### src/rtl/majority_pkg.sv
// Shared definitions for the majority-vote pipeline: count-width helper and vote mode encoding.
package majority_pkg;

    typedef enum logic {
        MODE_MAJ = 1'b0,
        MODE_THR = 1'b1
    } mode_e;

    // Bits needed to hold a count from 0 to n inclusive.
    function automatic int countWidth(input int n);
        return (n < 1) ? 1 : $clog2(n + 1);
    endfunction

endpackage

### src/rtl/majority_pipe_popcount.sv
// Combinational population count of an N-bit word into a countWidth(N)-bit result.
module popcount
    import majority_pkg::*;
#(
    parameter int N = 32
) (
    input  logic [N-1:0]                i_bits,
    output logic [countWidth(N)-1:0]    o_count
);

    localparam int CW = countWidth(N);

    always_comb begin
        o_count = '0;
        for (int i = 0; i < N; i++) begin
            o_count = o_count + CW'(i_bits[i]);
        end
    end

endmodule

### src/rtl/majority_pipe.sv
// Two-stage majority/threshold voter with valid/ready handshake on both sides.
module majority_pipe
    import majority_pkg::*;
#(
    parameter int N       = 32,
    parameter bit TIE_VAL = 1'b0
) (
    input  logic                        clk,
    input  logic                        rst,
    input  logic                        in_valid,
    output logic                        in_ready,
    input  logic [N-1:0]                in_seq,
    input  logic                        in_mode,
    input  logic [countWidth(N)-1:0]    in_thresh,
    output logic                        out_valid,
    input  logic                        out_ready,
    output logic                        out_maj,
    output logic [countWidth(N)-1:0]    out_ones,
    output logic                        out_tie
);

    localparam int CW = countWidth(N);
    localparam logic [CW:0] N_EXT = (CW + 1)'(N);

    logic [CW-1:0] w_count;
    logic          w_r1;
    logic          w_r2;
    logic [CW:0]   w_twice;
    logic          w_maj;
    logic          w_tie;

    logic          r_v1;
    logic [CW-1:0] r_ones1;
    mode_e         r_mode1;
    logic [CW-1:0] r_thresh1;

    logic          r_v2;
    logic          r_maj2;
    logic [CW-1:0] r_ones2;
    logic          r_tie2;

    popcount #(.N(N)) u_popcount (
        .i_bits  (in_seq),
        .o_count (w_count)
    );

    assign w_r2     = !r_v2 || out_ready;
    assign w_r1     = !r_v1 || w_r2;
    assign in_ready = w_r1;

    // Comparing 2*ones against N avoids a subtraction; equality can only occur for even N.
    assign w_twice = {r_ones1, 1'b0};
    assign w_tie   = (w_twice == N_EXT);

    always_comb begin
        w_maj = 1'b0;
        if (r_mode1 == MODE_THR) begin
            w_maj = (r_ones1 >= r_thresh1);
        end else if (w_twice > N_EXT) begin
            w_maj = 1'b1;
        end else if (w_twice == N_EXT) begin
            w_maj = TIE_VAL;
        end
    end

    always_ff @(posedge clk or posedge rst) begin
        if (rst) begin
            r_v1      <= 1'b0;
            r_ones1   <= '0;
            r_mode1   <= MODE_MAJ;
            r_thresh1 <= '0;
        end else if (w_r1) begin
            r_v1 <= in_valid;
            if (in_valid) begin
                r_ones1   <= w_count;
                r_mode1   <= mode_e'(in_mode);
                r_thresh1 <= in_thresh;
            end
        end
    end

    // S2 only loads while it can hand off, so a stalled result stays frozen.
    always_ff @(posedge clk or posedge rst) begin
        if (rst) begin
            r_v2    <= 1'b0;
            r_maj2  <= 1'b0;
            r_ones2 <= '0;
            r_tie2  <= 1'b0;
        end else if (w_r2) begin
            r_v2 <= r_v1;
            if (r_v1) begin
                r_maj2  <= w_maj;
                r_ones2 <= r_ones1;
                r_tie2  <= w_tie;
            end
        end
    end

    assign out_valid = r_v2;
    assign out_maj   = r_maj2;
    assign out_ones  = r_ones2;
    assign out_tie   = r_tie2;

endmodule

### config.mk
export PLATFORM = sky130hd
export DESIGN_NAME = majority_pipe
export DESIGN_NICKNAME = d
export VERILOG_FILES = /design/src/rtl/majority_pkg.sv /design/src/rtl/majority_pipe_popcount.sv /design/src/rtl/majority_pipe.sv
export SDC_FILE = /design/constraint.sdc
export NUM_CORES = 1
export LEC_CHECK = 0
export ABC_AREA = 1
export CAP_MARGIN = 0
export CORE_MARGIN = 4
export CORE_UTILIZATION = 30
export DETAILED_ROUTE_END_ITERATION = 8
export PLACE_DENSITY = 0.63
export SLEW_MARGIN = 0
export SYNTH_ARGS = -nofsm -noshare
export SYNTH_HDL_FRONTEND = slang
export SYNTH_SLANG_ARGS = --single-unit
### constraint.sdc
create_clock -name clk -period 1.3 [get_ports clk]
set_clock_uncertainty 0.2 [all_clocks]
set_input_delay 0.26 -clock clk [delete_from_list [all_inputs] [get_ports clk]]
set_output_delay 0.26 -clock clk [all_outputs]
set_load 0.01 [all_outputs]
==> run_results.csv <==
group,metric,value,unit
run_status,status,"finished with violations",
run_status,failed_checks,"setup timing",
clock_tree,clkLatencyLatePin,0.26,ns
finish,final-instance-count-excl-fill,378,
routing,drtPass1Iterations,4,
job,maxCapViolations,0,
placement,dp_slack,-3.834,ns
placement,gp_congestion,0.7878,
timing,worst_pin_slew,0.2202,ns
synth,synth-seq-cells,23,
timing,slew_headroom,85.28,%
power_and_ir_drop,ir_worst_vdd,1489,µV
routing,drc,0,
synth,synth-compound-area-share,4.382,%
power_and_ir_drop,cellLeakagePower,1.521,nW
synth,yosysUniqueCellTypes,20,
floorplanning,die_area,7719,µm²
critical_path,arrival,4.45,ns
global_routing,grt_first_pass_wirelength,6451,µm
floorplanning,rows,28,
routing,vias_per_cell,4.122,
finish,seqCellArea,575.6,µm²
global_routing,antenna_found_initial,0,
clock_tree,cts_tree,"yes",
timing,rsz0062_at_grt,"yes",
routing,vias,1558,
finish,design_area,2823,µm²
floorplanning,core_area,6061,µm²
clock_tree,cts_buffers,3,
timing,setup_violations,8,
synth,synth_area_per_cell,8.940,µm²
synth,synth_top_area_share,30.09,%
synth,ys_seq_area_share,30.09,%
power_and_ir_drop,p_int,0.003502,W
finish,drive_above_1_share,28.71,%
finish,syn2layout_area_growth,47.55,%
global_routing,grt_pass1_vias,1560,
timing,min_period,4.498,ns
clock_tree,cts_root_buffer,"clkbuf_8",
critical_path,startpoint_type,"primary input",
clock_tree,clk_pin_slew_worst_paths,0.08,ns
power_and_ir_drop,p_comb_share,75.3,%
floorplanning,start_util,31.56,%
power_and_ir_drop,seq_power_share,17.8,%
synth,ys_top_cells_by_count,"nand2_1, inv_1, fa_1",
synth,synthArstFlopShare,100.0,%
finish,fillCellCount,591,
power_and_ir_drop,power_density,2211,nW/µm²
synth,synth_flop_cell,"dfrtp_1",
synth,synth_edf_count,0,
global_routing,gr-usage-all-layers,10.29,%
critical_path,worst_setup_path_end_kind,"register",
global_routing,grt_overflow,0,
floorplanning,die_h,87.86,µm
clock_tree,cts_hold_buf,0,
placement,dp_cells,368,
synth,synth_most_common_cell,"nand2_1",
hold_path,hp-class,"in2async",
critical_path,critPathRequiredTime,1.25,ns
clock_tree,cts_max_level,1,
finish,diodes,0,
synth,yosys.area_share.xor_xnor,0.4578,%
power_and_ir_drop,switching_share,43.90,%
synth,synthCells,214,
floorplanning,die_w,87.86,µm
placement,place_area,2759,µm²
critical_path,path_max_fanout,2,
timing,slew_viol_final,0,
placement,io_buffers,52,
timing,worst_slack,-3.198,ns
routing,drt_wl_total,3776,µm
timing,timing.final.crit_share,346.0,%
timing,finalSetupTns,-18.79,ns
routing,post_drt_wl_per_cell,9.989,µm
synth,synthMuxAreaShare,0,%
clock_tree,clock_sinks,23,
synth,synth-simple-area-share,18.44,%
routing,drtIter0Drc,41,
synth,synth_area,1913,µm²
global_routing,grt_max_degree,24,
synth,synth_warnings,0,
routing,ant_nets,0,
synth,synthesis.nets,295,
timing,fmax,222.3,MHz
finish,nNetsFinal,385,
floorplanning,io_pins,53,
power_and_ir_drop,pwr-share-clk,6.9,%
power_and_ir_drop,p_switching,0.002740,W
synth,synth_top_family_by_area,"adder cells",
finish,multi_input_area,1156,µm²
timing,hold_ws,0.1224,ns
placement,dp_hpwl,3180,µm
synth,yosys-top-cells-area,"dfrtp_1, fa_1, nand2_1",
synth,synth-adder-area-share,34.27,%
synth,synth_top_area_cell,"dfrtp_1",
timing,hold_viol_final,0,
critical_path,crit_type,"in2reg",
clock_tree,clock_path_buffers,2,
[layout by cell type (no fill, tap or decap), types with 3 or more instances in the layout]
cell	netlist	layout
fa_2	0	5
buf_2	1	9
ha_1	14	13
buf_6	1	6
dfrtp_1	23	23
buf_4	1	33
nand2_1	58	57
dlygate4sd2_1	0	9
nand3_1	7	4
clkdlybuf4s50_1	0	25
a21oi_1	4	3
fa_1	24	19
clkbuf_2	0	5
nand3_2	2	5
o21ai_2	5	5
nor2_1	8	8
clkbuf_8	0	3
inv_2	0	9
inv_1	55	46
[per-layer routing]
layer | share of wire, % | global-route usage [%] | vias to the layer above
li1 | - | - | 807
met4 | 0.72 | 2.929 | 0
met3 | 4.6 | 0.8467 | 2
met5 | 0 | 0 | -
met2 | 52 | 18.63 | 28
met1 | 43 | 13.04 | 721
[cell families (layout without fill, tap and decap cells)]
| family | count (synthesis) | after routing |
|---|---|---|
| AOI/OAI and AO/OA | 13 | 13 |
| xor gates and xnor gates | 1 | 1 |
| adders and majority gates | 38 | 38 |
| buffers and inverters | 59 | 148 |
| DFF | 23 | 23 |
| and+or+nand+nor | 80 | 80 |
[area by class of cell]
cell class / count / area share [%]
Sequential cell: 23 / 20.39
Clock buffer: 4 / 1.596
Multi-Input combinational cell: 132 / 40.96
Tap cell: 75 / 3.324
Timing Repair Buffer: 88 / 26.02
Inverter: 56 / 7.713
[registers in the layout, summed over array words and instances, names as in the netlist]
| name | count |
|---|---|
| out_ones | 6 |
| r_ones1 | 6 |
| r_thresh1 | 6 |
| out_maj | 1 |
| out_tie | 1 |
| out_valid | 1 |
| r_mode1 | 1 |
| r_v1 | 1 |
[worst max-delay path, stage by stage]
cell,delay [ns]
buf_6,0.09
ha_4,0.25
inv_2,0.03
fa_1,0.45
fa_2,0.55
fa_2,0.44
fa_1,0.48
fa_1,0.51
fa_1,0.43
fa_2,0.35
inv_2,0.08
fa_2,0.21
nand3_2,0.08
nand3_2,0.08
nand2_1,0.05
nand2_1,0.05
nand2_1,0.05
[worst paths after layout]
| check | from | slack, ns | to | depth (start not counted) |
|---|---|---|---|---|
| worst min register to register | r_thresh1[0] | 0.29 | r_thresh1[0] | 2 |
| max in group asynchronous | rst | 0.64 | r_ones1[0] | 3 |
| worst min-delay path | rst | 0.12 | out_ones[0] | 3 |
| min in group clk | r_thresh1[0] | 0.29 | r_thresh1[0] | 2 |
| worst max register to register | r_ones1[0] | -0.08 | out_maj | 10 |
| worst max-delay path | in_seq[0] | -3.20 | r_ones1[4] | 17 |
[through the flow]
stage	power, W	utilization [%]
6_report	0.006242	46.57
5_1_grt	0.007150	46.57
4_1_cts	0.006123	46.20
3_5_place_dp	0.005423	45.52
3_3_place_gp	0.005370	45.52
2_1_floorplan	0.004019	-
[timing repair]
item | CTS | global route
pin swaps | 22 | 20
endpoints found under the setup margin | 33 | 17
gates resized for setup | 73 | 26
buffers inserted | 5 | 1
[power by group through the flow]
stage	Sequential (W)	Combinational [W]	Clock, W
global route	0.00115	0.00553	0.000477
global placement	0.00113	0.00424	0
finish	0.00111	0.00470	0.000434
detailed placement	0.00114	0.00429	0
CTS	0.00111	0.00455	0.000455
floorplan	0.00119	0.00283	0
No activity file was read; power rests on OpenSTA's default activity.
